[src/rtl/aes128_enc_round_ctrl_if.sv]
// AES-128 round sequencer control bundle.
// Start/abort/key-ready in, datapath strobes and round index out.
interface aes128_enc_round_ctrl_if;
  logic       start_i;
  logic       abort_i;
  logic       key_rdy_i;
  logic       busy_o;
  logic       ld_pt_o;
  logic       ark_only_o;
  logic       mix_col_o;
  logic       st_en_o;
  logic [3:0] round_o;
  logic       done_o;

  modport master (
    output start_i,
    output abort_i,
    output key_rdy_i,
    input  busy_o,
    input  ld_pt_o,
    input  ark_only_o,
    input  mix_col_o,
    input  st_en_o,
    input  round_o,
    input  done_o
  );

  modport slave (
    input  start_i,
    input  abort_i,
    input  key_rdy_i,
    output busy_o,
    output ld_pt_o,
    output ark_only_o,
    output mix_col_o,
    output st_en_o,
    output round_o,
    output done_o
  );
endinterface

[src/rtl/aes128_enc_round_ctrl.sv]
// AES-128 encryption round sequencer.
// Walks LOAD, ARK0, rounds 1..NR-1, final round, then pulses done.
module aes128_enc_round_ctrl #(
  parameter int NR      = 10,
  parameter int RND_LAT = 1
) (
  input  logic                         clk_i,
  input  logic                         rst_i,
  aes128_enc_round_ctrl_if.slave       ctl
);

  localparam int CW = $clog2(RND_LAT + 1);
  localparam logic [CW-1:0] LAT_M1 = CW'(RND_LAT - 1);
  localparam logic [3:0] RND_LAST = 4'(NR);
  localparam logic [3:0] RND_PEN  = 4'(NR - 1);

  typedef enum logic [2:0] {
    IDLE,
    LOAD,
    ARK0,
    ROUND,
    FINAL,
    DONE
  } state_e;

  state_e          state_q, state_d;
  logic [CW-1:0]   cnt_q, cnt_d;
  logic [3:0]      round_q, round_d;

  logic busy;
  logic ld_pt;
  logic ark_only;
  logic mix_col;
  logic st_en;
  logic done;
  logic lat_end;

  assign lat_end = (cnt_q == LAT_M1);

  // Next-state, counters and decoded strobes
  always_comb begin
    state_d  = state_q;
    cnt_d    = cnt_q;
    round_d  = round_q;
    busy     = 1'b0;
    ld_pt    = 1'b0;
    ark_only = 1'b0;
    mix_col  = 1'b0;
    st_en    = 1'b0;
    done     = 1'b0;

    unique case (state_q)
      IDLE: begin
        round_d = 4'd0;
        cnt_d   = '0;
        if (ctl.start_i) begin
          state_d = LOAD;
        end
      end
      LOAD: begin
        busy    = 1'b1;
        ld_pt   = 1'b1;
        round_d = 4'd0;
        state_d = ARK0;
      end
      ARK0: begin
        busy     = 1'b1;
        ark_only = 1'b1;
        if (ctl.key_rdy_i) begin
          st_en   = 1'b1;
          cnt_d   = '0;
          round_d = 4'd1;
          state_d = ROUND;
        end
      end
      ROUND: begin
        busy    = 1'b1;
        mix_col = 1'b1;
        if (!lat_end) begin
          cnt_d = cnt_q + CW'(1);
        end else if (ctl.key_rdy_i) begin
          st_en = 1'b1;
          cnt_d = '0;
          if (round_q == RND_PEN) begin
            round_d = RND_LAST;
            state_d = FINAL;
          end else begin
            round_d = round_q + 4'd1;
          end
        end
      end
      FINAL: begin
        busy = 1'b1;
        if (!lat_end) begin
          cnt_d = cnt_q + CW'(1);
        end else if (ctl.key_rdy_i) begin
          st_en   = 1'b1;
          cnt_d   = '0;
          state_d = DONE;
        end
      end
      DONE: begin
        done    = 1'b1;
        cnt_d   = '0;
        round_d = 4'd0;
        if (ctl.start_i) begin
          state_d = LOAD;
        end else begin
          state_d = IDLE;
        end
      end
      default: begin
        state_d = IDLE;
        cnt_d   = '0;
        round_d = 4'd0;
      end
    endcase

    // Abort (or reset) wins over every transition and kills the commit
    if (ctl.abort_i || rst_i) begin
      state_d = IDLE;
      cnt_d   = '0;
      round_d = 4'd0;
      st_en   = 1'b0;
    end
  end

  // State, latency counter and round index registers
  always_ff @(posedge clk_i) begin
    if (rst_i) begin
      state_q <= IDLE;
      cnt_q   <= '0;
      round_q <= 4'd0;
    end else begin
      state_q <= state_d;
      cnt_q   <= cnt_d;
      round_q <= round_d;
    end
  end

  assign ctl.busy_o     = busy;
  assign ctl.ld_pt_o    = ld_pt;
  assign ctl.ark_only_o = ark_only;
  assign ctl.mix_col_o  = mix_col;
  assign ctl.st_en_o    = st_en;
  assign ctl.round_o    = round_q;
  assign ctl.done_o     = done;

endmodule

[src/flat_wrapper.sv]
// flat-port wrapper written by rule: the top's interface ports become plain ports
module aes128_enc_round_ctrl_flat 
#(
  parameter int NR      = 10,
  parameter int RND_LAT = 1
)
  (clk_i, rst_i, ctl_start_i, ctl_abort_i, ctl_key_rdy_i, ctl_busy_o, ctl_ld_pt_o, ctl_ark_only_o, ctl_mix_col_o, ctl_st_en_o, ctl_round_o, ctl_done_o);
  aes128_enc_round_ctrl_if ctl_i ();
  input  logic clk_i;
  input  logic rst_i;
  input wire logic [$bits(ctl_i.start_i)-1:0] ctl_start_i;
  input wire logic [$bits(ctl_i.abort_i)-1:0] ctl_abort_i;
  input wire logic [$bits(ctl_i.key_rdy_i)-1:0] ctl_key_rdy_i;
  output wire logic [$bits(ctl_i.busy_o)-1:0] ctl_busy_o;
  output wire logic [$bits(ctl_i.ld_pt_o)-1:0] ctl_ld_pt_o;
  output wire logic [$bits(ctl_i.ark_only_o)-1:0] ctl_ark_only_o;
  output wire logic [$bits(ctl_i.mix_col_o)-1:0] ctl_mix_col_o;
  output wire logic [$bits(ctl_i.st_en_o)-1:0] ctl_st_en_o;
  output wire logic [$bits(ctl_i.round_o)-1:0] ctl_round_o;
  output wire logic [$bits(ctl_i.done_o)-1:0] ctl_done_o;
  assign ctl_i.start_i = ctl_start_i;
  assign ctl_i.abort_i = ctl_abort_i;
  assign ctl_i.key_rdy_i = ctl_key_rdy_i;
  assign ctl_busy_o = ctl_i.busy_o;
  assign ctl_ld_pt_o = ctl_i.ld_pt_o;
  assign ctl_ark_only_o = ctl_i.ark_only_o;
  assign ctl_mix_col_o = ctl_i.mix_col_o;
  assign ctl_st_en_o = ctl_i.st_en_o;
  assign ctl_round_o = ctl_i.round_o;
  assign ctl_done_o = ctl_i.done_o;
  aes128_enc_round_ctrl #(.NR(NR), .RND_LAT(RND_LAT)) u_core (.clk_i(clk_i), .rst_i(rst_i), .ctl(ctl_i));
endmodule
[config.mk]
export PLATFORM = sky130hd
export DESIGN_NAME = aes128_enc_round_ctrl_flat
export DESIGN_NICKNAME = d
export VERILOG_FILES = /design/src/rtl/aes128_enc_round_ctrl_if.sv /design/src/rtl/aes128_enc_round_ctrl.sv /design/src/flat_wrapper.sv
export SDC_FILE = /design/constraint.sdc
export NUM_CORES = 1
export LEC_CHECK = 0
export ABC_AREA = 0
export CELL_PAD_IN_SITES_DETAIL_PLACEMENT = 1
export CELL_PAD_IN_SITES_GLOBAL_PLACEMENT = 1
export CORE_MARGIN = 2
export CORE_UTILIZATION = 29
export DETAILED_ROUTE_END_ITERATION = 7
export PLACE_DENSITY = 0.75
export SLEW_MARGIN = 20
export SYNTH_ARGS = -nofsm -noshare
export SYNTH_HDL_FRONTEND = slang
export SYNTH_SLANG_ARGS = --single-unit
[constraint.sdc]
create_clock -name clk_i -period 1.35 [get_ports clk_i]
set_clock_uncertainty 0.05 [all_clocks]
set_input_delay 0.135 -clock clk_i [delete_from_list [all_inputs] [get_ports clk_i]]
set_output_delay 0.135 -clock clk_i [all_outputs]
set_load 0.01 [all_outputs]
==> qor.txt <==
Site Rows -> 15
Synth Area per Inst -> 8.38 µm²
Final Hold Fails -> 0
Comb power frac -> 33.3%
Total power -> 640 µW
Largest net degree at the start of global routing -> 9
Slowest-stage cell, CP -> dfxtp_2
Crit-path max FO -> 6
Yosys reg bits -> 7
TNS Setup -> -572 ps
Max Cap Viol -> 0
Die Ht -> 45.6 µm
Netlist cell types -> 35
Status -> finished, violations left
Critical R2R Capture -> u_core.state_q[2]$_SDFFE_PP0P_
DR pass1 iterations -> 4
Async S/R FF share, synth -> 0%
Antenna Nets Post-Route -> 0
Worst R2R Start -> u_core.state_q[2]$_SDFFE_PP0P_
Routed via count -> 610
Layout area overhead -> 86.6%
Non-filler cells, final -> 118
Hold_sp -> u_core.ctl.round_o[1]$_SDFFE_PP0P_
Core area -> 1670 µm²
Setup crit start kind -> flip-flop
Syn_nets -> 67
Final max-slew violation count -> 0
Synth cell count leaders -> 7 x dfxtp_1, 6 x nor2_1, 3 x a21oi_1, 3 x nand2_1
Final worst slack -> -117 ps
Ports -> 15
DRC -> 0
Total grt overflow -> 0
Count of flip-flops with a built-in enable after synthesis -> 0
Pleak -> 0.000414 µW
Top cells by area, synth -> dfxtp_1 28%, ha_1 5.0%, buf_6 4.5%, nor2_1 4.5%, a21oi_1 3.0%
Int Pwr -> 443 µW
Initial drt markers -> 7
Power Dens Cells -> 682 nW/µm²
Clk pwr share -> 32.8%
TritonCTS buffer count -> 3
Routed WL per cell -> 16.1 µm
GPL Wtd Cong -> 0.868
Post-CTS Hold Buffers -> 0
Sw Pwr -> 197 µW
CTS tree -> built
VDD IR max -> 659 µV
Count leader, synth -> dfxtp_1
Final worst-path cycle share -> 109%
Critical Path End Type -> output port
Die W -> 45.6 µm
Worst Reg2Reg Path Length in Cells -> 5
Mapped Area -> 503 µm²
Post-detailed-routing wire length -> 1.90 mm
Final HPWL from detailed placement -> 1.18 mm
Filler cell count -> 200
Cells after DPL -> 106
RSZ-0062 raised after global routing -> true
Clock-pin slew on the worst setup and hold paths -> 60 ps
Worst Hold Endpoint -> u_core.ctl.round_o[1]$_SDFFE_PP0P_
Final min period -> 1470 ps
Initial antenna violation count -> 0
Worst-Skew Late Latency -> 270 ps
Die ar. -> 2080 µm²
Fmax -> 682 MHz
Reg2Reg Setup Slack -> -100 ps
Ys Warns -> 0
CP cell instances -> buf_6 > buf_12 > nor2_4 > xnor2_1 > buf_2
Critical Path RT -> 1160 ps
Sequential Power Share -> 33.9%
Post-synth top area share -> 27.9%
Vias per inst -> 5.17
Diodes inserted -> 0
Hold slack -> 546 ps
Worst-Margin Slew -> 295 ps
Synth area leader -> dfxtp_1
Post-Syn Instances -> 60
Clock Sinks -> 7
Util after Layout -> 56.2%
H-tree depth -> 1
Number of global-route vias before repair -> 644
First-pass GRT wire length -> 2.88 mm
Top FF cell, synth -> dfxtp_1
Final Setup Violations -> 9
Share of layout cells above drive strength 1 -> 55.4%
WHS Path Cells -> 3
Switching part of the total -> 30.8%
CP peak stage delay -> 350 ps
Final #Nets -> 109
Initial core utilization -> 30.1%
CTS root buf -> clkbuf_4
I/O Buffers -> 14
Hold Crit Class -> flip-flop to flip-flop
Violated checks -> setup timing
Register area share after synthesis -> 27.9%
Worst slew margin -> 80.1%
Crit path arrival time -> 1280 ps
CTS Buffer Depth -> 2
CP Class -> flip-flop to output port
Total GRT Usage -> 20.0%
state kept, by name, summed over array words and instances (netlist names):
register and flops:
u_core.ctl.round_o 4, u_core.state_q 3
metrics by stage:
stage / setup slack (ps) / instance area [µm²]
floorplan: -47.9 / 512
global placement: -299 / 782
detailed placement: -308 / 782
CTS: -97.4 / 860
global route: -159 / 938
finish: -117 / 938
worst max path at each step:
stage	startpoint	to	slack (ps)	cells past startpoint
global placement	rst_i	ctl_st_en_o	-300	5
detailed placement	rst_i	ctl_st_en_o	-310	5
CTS	u_core.state_q[0]$_SDFFE_PP0P_	ctl_st_en_o	-100	3
floorplan	u_core.state_q[2]$_SDFFE_PP0P_	u_core.state_q[2]$_SDFFE_PP0P_	-50	5
global route	u_core.state_q[2]$_SDFFE_PP0P_	u_core.state_q[2]$_SDFFE_PP0P_	-160	5
finish	u_core.state_q[1]$_SDFFE_PP0P_	ctl_busy_o	-120	5
layer usage:
layer	global-route usage, %	share of wire [%]
met1	24.3	42
met2	33.2	54
met5	0	0
met3	4.76	2.3
met4	8.82	1.1
critical path, delay by kind of cell (launching register included):
family / cells / cell delay, ps
XOR/XNOR: 1 / 200
buffers and inverters: 3 / 430
flip-flops: 1 / 350
AND/OR/NAND/NOR: 1 / 30
power by group through the flow:
| stage | combinational, µW | sequential (µW) | clock [µW] |
|---|---|---|---|
| after global placement | 156 | 220 | 0 |
| final | 213 | 217 | 210 |
| after global routing | 229 | 217 | 220 |
| after detailed placement | 160 | 220 | 0 |
| after floorplan | 78.5 | 222 | 0 |
| after CTS | 180 | 217 | 208 |
cell families (layout without fill, tap and decap cells):
| family | count (synthesis) | in the layout | synth area share (%) |
|---|---|---|---|
| DFF | 7 | 7 | 27.9 |
| AOI/OAI and AO/OA | 15 | 15 | 20.4 |
| buffers and inverters | 4 | 45 | 5.97 |
| adders and majority gates | 2 | 2 | 4.97 |
| muxes | 1 | 1 | 1.99 |
| and+or+nand+nor | 30 | 30 | 37.1 |
| xor gates and xnor gates | 1 | 1 | 1.74 |
area by class of cell:
class                      count  area (µm²)  share of cell area, %
multi-input combinational     49         410                   43.7
timing repair buffer          40         328                   34.9
sequential                     7         149                   15.9
clock buffer                   4        26.3                   2.80
tap                           17        21.3                   2.27
inverter                       1        3.75                  0.400
layout by cell type, fill, tap and decap left out, types with 2 or more instances in the layout:
| cell type | n |
|---|---|
| nand2b_1 | 2 |
| nand2_1 | 3 |
| nor2_1 | 4 |
| dlygate4sd2_1 | 4 |
| a21oi_1 | 2 |
| o21a_1 | 2 |
| o21ai_1 | 2 |
| buf_4 | 21 |
| dfxtp_2 | 4 |
| clkbuf_4 | 3 |
| buf_6 | 4 |
| buf_2 | 6 |
| ha_1 | 2 |
| dfxtp_1 | 2 |
| clkdlybuf4s50_1 | 4 |
what timing repair did:
action | in CTS | in global routing
pin swaps | 5 | 5
endpoints found under the setup margin | 17 | 12
gates resized for setup | 36 | 13
buffers inserted | 7 | 1
gates cloned | 0 | 0
(Power assumes the default switching activity.)
